## src/rtl/timer_counter_ctrl_if.sv

```systemverilog
// Button inputs and one-hot display values exchanged between the
// timer/counter controller and its environment.
interface timer_counter_ctrl_if;
    localparam int unsigned VAL_W = 21;

    logic             btn_start;
    logic             btn_count;
    logic [VAL_W-1:0] timer_out;
    logic [VAL_W-1:0] count_out;
    logic             running;

    modport master (
        output btn_start,
        output btn_count,
        input  timer_out,
        input  count_out,
        input  running
    );

    modport slave (
        input  btn_start,
        input  btn_count,
        output timer_out,
        output count_out,
        output running
    );
endinterface

```

## src/rtl/timer_counter_ctrl.sv

```systemverilog
// Debounced start/count buttons driving a 0..20 second timer and a 0..20
// press counter, both presented one-hot to the display stage.
module timer_counter_ctrl #(
    parameter int unsigned CNT_1S   = 100_000_000,
    parameter int unsigned DEBOUNCE = 2_000_000
) (
    input  logic                 clk,
    input  logic                 rst,
    timer_counter_ctrl_if.slave  bus
);
    localparam int unsigned VAL_W  = 21;
    localparam int unsigned PCNT_W = (CNT_1S > 1) ? $clog2(CNT_1S) : 1;
    localparam int unsigned DB_W   = $clog2(DEBOUNCE + 1);

    typedef enum logic [1:0] {
        IDLE  = 2'd0,
        RUN   = 2'd1,
        PAUSE = 2'd2,
        DONE  = 2'd3
    } state_e;

    // Button path; index 0 is start, index 1 is count
    logic [1:0]            raw;
    logic [1:0]            sync1_q, sync1_d;
    logic [1:0]            sync2_q, sync2_d;
    logic [1:0]            db_q, db_d;
    logic [1:0]            db_prev_q, db_prev_d;
    logic [1:0][DB_W-1:0]  stab_q, stab_d;
    logic [1:0]            pulse;
    logic                  start_p;
    logic                  count_p;

    state_e                state_q, state_d;
    logic [PCNT_W-1:0]     pcnt_q, pcnt_d;
    logic [VAL_W-1:0]      timer_q, timer_d;
    logic [VAL_W-1:0]      count_q, count_d;
    logic                  running_q, running_d;
    logic                  tick;

    // Returns {next db, next stability count} for one button.
    function automatic logic [DB_W:0] db_step(input logic            s2,
                                              input logic            db,
                                              input logic [DB_W-1:0] stab);
        logic [DB_W:0] r;
        r = {db, stab + DB_W'(1)};
        if (s2 == db) begin
            r = {db, {DB_W{1'b0}}};
        end else if (stab == DB_W'(DEBOUNCE - 1)) begin
            r = {s2, {DB_W{1'b0}}};
        end
        return r;
    endfunction

    assign raw = {bus.btn_count, bus.btn_start};

    always_comb begin
        sync1_d   = raw;
        sync2_d   = sync1_q;
        db_prev_d = db_q;
        db_d      = db_q;
        stab_d    = stab_q;
        {db_d[0], stab_d[0]} = db_step(sync2_q[0], db_q[0], stab_q[0]);
        {db_d[1], stab_d[1]} = db_step(sync2_q[1], db_q[1], stab_q[1]);
    end

    // One-cycle pulse in the cycle the debounced level has just risen
    assign pulse   = db_q & ~db_prev_q;
    assign start_p = pulse[0];
    assign count_p = pulse[1];

    assign tick = (state_q == RUN) && (pcnt_q == PCNT_W'(CNT_1S - 1));

    always_ff @(posedge clk) begin
        if (rst) begin
            state_q <= IDLE;
        end else begin
            state_q <= state_d;
        end
    end

    always_comb begin
        state_d = state_q;
        case (state_q)
            IDLE:    if (start_p) state_d = RUN;
            RUN: begin
                if (tick && timer_q[VAL_W-2]) begin
                    state_d = DONE;
                end else if (start_p) begin
                    state_d = PAUSE;
                end
            end
            PAUSE:   if (start_p) state_d = RUN;
            DONE:    if (start_p) state_d = RUN;
            default: state_d = IDLE;
        endcase
    end

    // Datapath updates; count press is ignored when start fires the same cycle
    always_comb begin
        pcnt_d    = pcnt_q;
        timer_d   = timer_q;
        count_d   = count_q;
        running_d = (state_d == RUN);
        case (state_q)
            IDLE: begin
                if (start_p) pcnt_d = '0;
            end
            RUN: begin
                pcnt_d = tick ? '0 : pcnt_q + PCNT_W'(1);
                if (tick) timer_d = timer_q << 1;
                if (count_p && !start_p) begin
                    count_d = count_q[VAL_W-1] ? VAL_W'(1) : count_q << 1;
                end
            end
            DONE: begin
                if (start_p) begin
                    pcnt_d  = '0;
                    timer_d = VAL_W'(1);
                    count_d = VAL_W'(1);
                end
            end
            default: ;
        endcase
    end

    always_ff @(posedge clk) begin
        if (rst) begin
            sync1_q   <= '0;
            sync2_q   <= '0;
            db_q      <= '0;
            db_prev_q <= '0;
            stab_q    <= '0;
            pcnt_q    <= '0;
            timer_q   <= VAL_W'(1);
            count_q   <= VAL_W'(1);
            running_q <= 1'b0;
        end else begin
            sync1_q   <= sync1_d;
            sync2_q   <= sync2_d;
            db_q      <= db_d;
            db_prev_q <= db_prev_d;
            stab_q    <= stab_d;
            pcnt_q    <= pcnt_d;
            timer_q   <= timer_d;
            count_q   <= count_d;
            running_q <= running_d;
        end
    end

    assign bus.timer_out = timer_q;
    assign bus.count_out = count_q;
    assign bus.running   = running_q;
endmodule

```

## src/flat_wrapper.sv

```systemverilog
// flat-port wrapper written by rule: the top's interface ports become plain ports
module timer_counter_ctrl_flat 
#(
    parameter int unsigned CNT_1S   = 100_000_000,
    parameter int unsigned DEBOUNCE = 2_000_000
)
  (clk, rst, bus_btn_start, bus_btn_count, bus_timer_out, bus_count_out, bus_running);
  timer_counter_ctrl_if bus_i ();
  input  logic clk;
  input  logic rst;
  input wire logic [$bits(bus_i.btn_start)-1:0] bus_btn_start;
  input wire logic [$bits(bus_i.btn_count)-1:0] bus_btn_count;
  output wire logic [$bits(bus_i.timer_out)-1:0] bus_timer_out;
  output wire logic [$bits(bus_i.count_out)-1:0] bus_count_out;
  output wire logic [$bits(bus_i.running)-1:0] bus_running;
  assign bus_i.btn_start = bus_btn_start;
  assign bus_i.btn_count = bus_btn_count;
  assign bus_timer_out = bus_i.timer_out;
  assign bus_count_out = bus_i.count_out;
  assign bus_running = bus_i.running;
  timer_counter_ctrl #(.CNT_1S(CNT_1S), .DEBOUNCE(DEBOUNCE)) u_core (.clk(clk), .rst(rst), .bus(bus_i));
endmodule
```

## config.mk

```make
export PLATFORM = sky130hd
export DESIGN_NAME = timer_counter_ctrl_flat
export DESIGN_NICKNAME = d
export VERILOG_FILES = /design/src/rtl/timer_counter_ctrl_if.sv /design/src/rtl/timer_counter_ctrl.sv /design/src/flat_wrapper.sv
export SDC_FILE = /design/constraint.sdc
export NUM_CORES = 1
export LEC_CHECK = 0
export CAP_MARGIN = 20
export CORE_MARGIN = 4
export CORE_UTILIZATION = 55
export CTS_CLUSTER_DIAMETER = 50
export DETAILED_ROUTE_END_ITERATION = 10
export PLACE_DENSITY = 0.73
export SKIP_LAST_GASP = 1
export SYNTH_ARGS = -nofsm -noshare
export SYNTH_HDL_FRONTEND = slang
export SYNTH_SLANG_ARGS = --single-unit
```

## constraint.sdc

```tcl
create_clock -name clk -period 2.7 [get_ports clk]
set_input_delay 0.27 -clock clk [delete_from_list [all_inputs] [get_ports clk]]
set_output_delay 0.27 -clock clk [all_outputs]
set_load 0.1 [all_outputs]
```

### Word level (Yosys, flattened, before mapping)

Index checks and enable logic that the tools add are counted.
W data, S select, Z words.

| operators by class | value |
|---|---|
| add/subtract/negate cells | 3 |
| equal/unequal tests | 13 |
| muxes and demuxes | 13 |
| bitwise gates (word level) | 4 |
| reductions and logical operators | 16 |

Operators by type and width:

| operator | number |
|---|---|
| $mux W21 | 4 |
| $pmux W21 S2 | 2 |
| $mux W27 | 2 |
| $pmux W27 S2 | 1 |
| $add A21 B1 Y21 const B | 2 |
| $eq A21 B21 Y1 const B | 2 |
| $add A27 B1 Y27 const B | 1 |
| $eq A27 B27 Y1 const B | 1 |
| $reduce_or A3 Y1 | 3 |
| $mux W2 | 3 |
| $ne A2 B1 Y1 const B | 3 |
| $reduce_and A2 Y1 | 3 |
| $reduce_and A3 Y1 | 2 |
| $eq A2 B1 Y1 const B | 2 |
| $eq A2 B2 Y1 const B | 2 |
| $pmux W2 S2 | 1 |
| $reduce_bool A2 Y1 | 2 |
| $logic_and A1 B1 Y1 | 3 |
| $and A2 B2 Y2 | 1 |
| $eq A1 B1 Y1 | 2 |
| $logic_not A2 Y1 | 1 |
| $ne A2 B2 Y1 const B | 1 |
| $not A1 Y1 | 2 |
| $not A2 Y2 | 1 |
| other kinds (2) | 2 |

| storage, ports and cells | value |
|---|---|
| flip-flop bits (word level) | 122 |
| bits of input ports | 4 |
| logic and storage cells | 61 |

### Longest topological paths before layout

Gate-level depths: netlist of run 1.

| depth | value |
|---|---|
| depth in word-level cells | 6 |
| mapped depth | 8 |
| gate-level depth less buffers | 7 |

### Worst setup path after synthesis of run 1

Ideal clock, no wire load.

| timing path | value |
|---|---|
| path kind | register to register |
| start | reg u_core.pcnt_q[0] |
| end | reg u_core.pcnt_q[22] |
| arrival time | 2.051 ns |
| data required time | 2.582 ns |
| setup slack | 0.532 ns |
| cell stages (with the launch flop) | 8 |
| cell sequence | dfxtp_1 -> ha_1 -> nand3_1 -> or4_1 -> buf_2 -> or4_4 -> a21oi_1 -> o2bb2ai_1 |

| between the ends | value |
|---|---|
| cells in the longest elaborated chain, start to end | 4 |

RTL lines:

| what | RTL line | source |
|---|---|---|
| start, declared | timer_counter_ctrl.sv:34 | `logic [PCNT_W-1:0] pcnt_q, pcnt_d;` |
| start signal, assigned | timer_counter_ctrl.sv:143 | `pcnt_q <= pcnt_d;` |
| parallel branches: the longest is 2 deep, another holds $add A27 B1 Y27 | n/a |  |
| $mux W27 * | timer_counter_ctrl.sv:109 | `pcnt_d = tick ? '0 : pcnt_q + PCNT_W'(1);` |
| $pmux W27 S2 * | timer_counter_ctrl.sv:104 | `case (state_q)` |

Every way passes the cells marked *.
A chain may end at the register's enable or synchronous reset.

### Worst setup path in the final report of run 1

Ends and elaborated chain as after synthesis.

==> results.py, run 1 <==
metrics = {
    "run_status": {
        "status": "complete, no violations",
    },
    "floorplan": {
        "core_sq_mm": 0.00924,
        "io_pins": 47,
        "dieArea_sq_mm": 0.0111,
        "rows": 35,
        "start_util_pct": 56.6,
        "die_y_microns": 106,
        "die_w_microns": 106,
    },
    "global_routing": {
        "grtUsageTotal_pct": 21.0,
        "antenna_found_initial": 0,
        "grt_pass1_vias": 4325,
        "grt_max_degree": 30,
        "grt_overflow_total": 0,
        "grt_pass1_wl_mm": 19.5,
    },
    "timing": {
        "rsz0062_at_grt": "no",
        "finClkSkew_ns": 0.0114,
        "fin_tns_setup_ns": 0,
        "finalMaxSlewViolations": 0,
        "worst_pin_slew_ns": 0.784,
        "period_share_pct": 87.9,
        "period_needed_ns": 2.37,
        "hold_violations": 0,
        "max_freq_mhz": 421,
        "finalSetupViolCount": 0,
        "relSlewSlack_pct": 47.6,
    },
    "clock_network": {
        "cts_made_buffers": 17,
        "clock-sinks": 122,
        "cts_tree": "built",
        "cts_setup_buffers": 0,
        "post_cts_resized": 0,
        "clock_path_buffers": 2,
        "clk_latency_ns": 0.50,
        "htreeDepth": 4,
        "root_buffer": "clkbuf_8",
        "clkTransAtPathRegs_ns": 0.06,
        "holdBufCountCts": 0,
    },
    "logic_synthesis": {
        "synthCells": 632,
        "synth_most_common_cell": "dfxtp_1",
        "yosys-top-cells-area": "dfxtp_1, nand2_1, a21oi_1",
        "post_synth_instance_area_sq_mm": 0.00523,
        "async_flop_share_pct": 0,
        "syn_nets": 641,
        "synth_edf_count": 0,
        "avgSynthCellArea_sq_um": 8.28,
        "synth.top_cell.area_share_pct": 46.7,
        "ys.warnings.count": 0,
        "synth_ff_type": "dfxtp_1",
        "yosysSeqAreaShare_pct": 46.7,
        "yosysTopAreaCell": "dfxtp_1",
        "yosysUniqueCellTypes": 48,
        "synth_commonest_cells": "dfxtp_1, nand2_1, nor2_1, a21oi_1, nand3_1",
        "synth-seq-cells": 122,
    },
    "routing": {
        "route.detailed.drc": 0,
        "postRouteAntennaNets": 0,
        "viasPerCell": 5.42,
        "drt_iter0_drc": 262,
        "via_count": 4480,
        "wire_per_inst_microns": 13.2,
        "drt_pass1_iterations": 5,
        "drt-total-wl_mm": 10.9,
    },
    "power": {
        "seq_power_share_pct": 45.1,
        "leakagePower_nw": 2.13,
        "swShare_pct": 21.2,
        "p_int_mw": 3.16,
        "p_per_area_mw_per_mm2": 636,
        "pwr-share-clk_pct": 53.9,
        "irDropWorstVdd_mv": 0.373,
        "switching_power_mw": 0.849,
        "pwr-share-comb_pct": 1.0,
        "p_total_mw": 4.01,
    },
    "placed_design": {
        "place_area_sq_mm": 0.00572,
        "gp_congestion": 0.879,
        "numPortBuffers": 46,
        "hpwl_mm": 7.34,
        "dp_cells": 794,
    },
    "final_layout": {
        "fin_nets": 694,
        "final-seq-area_sq_mm": 0.00244,
        "final_area_sq_mm": 0.00631,
        "num-fill-cells": 728,
        "layout.cells.non_filler": 827,
        "antennaDiodeCount": 0,
        "utilization_pct": 68.2,
        "area_growth_pct": 20.6,
        "multi_input_area_sq_mm": 0.00263,
        "drive_gt1_share_pct": 14.0,
    },
    "setup_path": {
        "crit_type": "flip-flop to flip-flop",
        "startpoint_type": "flip-flop",
        "cp_data_arrival_time_ns": 2.76,
        "crit_path_end_kind": "flip-flop",
        "cp_data_required_time_ns": 3.08,
        "ff2ff_setup_slack_ns": 0.33,
        "critPathMaxFanout": 6,
    },
    "job": {
        "cap_violations": 0,
    },
    "hold_path": {
        "min-delay-path-class": "input port to flip-flop",
    },
}
[cell families after synthesis]
| group | share of synthesized area [%] |
|---|---|
| compound gates | 12.9 |
| xor+xnor | 8.21 |
| fa+ha+maj | 1.20 |
| buf+inv | 2.97 |
| flops | 46.7 |
| mux | 0.383 |
| simple gates | 27.7 |
[power by group through the flow]
stage	sequential, mW	clock (mW)	combinational [mW]
floorplan	1.84	0	0.0261
global placement	1.85	0	0.0408
detailed placement	1.85	0	0.0413
CTS	1.81	2.20	0.0416
global route	1.81	2.29	0.0463
finish	1.81	2.16	0.0413
[final cells by class]
cell class                      instances  area share, %
Clock buffer                           19           6.85
Clock inverter                         13           2.28
Inverter                               11          0.655
Multi-Input combinational cell        473           41.7
Sequential cell                       122           38.7
Tap cell                              129           2.56
Timing Repair Buffer                   60           7.18
[path summary, 6_finish.rpt]
check                                  startpoint                   to  depth (start not counted)
worst max-delay path             u_core.pcnt_q[0]    u_core.pcnt_q[22]                          6
worst min-delay path                          rst  u_core.db_prev_d[1]                          3
worst max register to register   u_core.pcnt_q[0]    u_core.pcnt_q[22]                          6
worst min register to register  u_core.sync1_q[1]    u_core.sync2_q[1]                          1
[registers in the layout (all words and copies together), names as in the netlist]
register / cells
u_core.stab_q: 42
u_core.bus.running: 1
u_core.bus.timer_out: 21
u_core.bus.count_out: 21
u_core.db_prev_q: 2
u_core.sync1_q: 2
u_core.state_q: 2
u_core.pcnt_q: 27
u_core.sync2_q: 2
u_core.db_prev_d: 2
[critical path, stage by stage, from the launching register on]
cell,delay [ns]
dfxtp_1,0.39
ha_1,0.21
nand3_1,0.16
or4_1,0.67
or4_4,0.56
a21oi_1,0.17
o2bb2ai_1,0.10
[layer usage]
metal  GRT usage [%]  up-vias  routed length (microns)  share of wire, %
met4            6.20        0                       80              0.73
met2            33.8      110                     5140                47
met3            5.63       11                      581               5.3
met5               0        -                        0                 0
met1            27.6     2049                     5110                47
li1                -     2310                        -                 -
[layout by cell type (no fill, tap or decap), types with 17 or more instances in the layout]
master	instances
o21ai_0	30
a21oi_1	61
nor2_1	79
nand2_1	89
nand4_1	19
dfxtp_1	122
buf_4	57
nand3_1	33
xnor2_1	30
xor2_1	19
nor3_1	17
[metrics by stage]
| step | worst slack, ns | hold WS [ns] |
|---|---|---|
| global placement | 0.470 | 0.420 |
| finish | 0.326 | 0.276 |
| global route | 0.189 | 0.277 |
| CTS | 0.356 | 0.257 |
| detailed placement | 0.375 | 0.441 |
| floorplan | 0.532 | 0.398 |
Note: power is estimated with default switching activity, not from simulation.
==> run 2, diff against run 1 <==
--- a/config.mk
+++ b/config.mk
@@ -9,8 +9,10 @@
 export CORE_MARGIN = 4
 export CORE_UTILIZATION = 55
 export CTS_CLUSTER_DIAMETER = 50
+export CTS_CLUSTER_SIZE = 28
 export DETAILED_ROUTE_END_ITERATION = 10
 export PLACE_DENSITY = 0.73
+export SKIP_CTS_REPAIR_TIMING = 1
 export SKIP_LAST_GASP = 1
 export SYNTH_ARGS = -nofsm -noshare
 export SYNTH_HDL_FRONTEND = slang
==> results of run 2 <==
No change in the layout: final DEF, timing and power equal those of run 1.
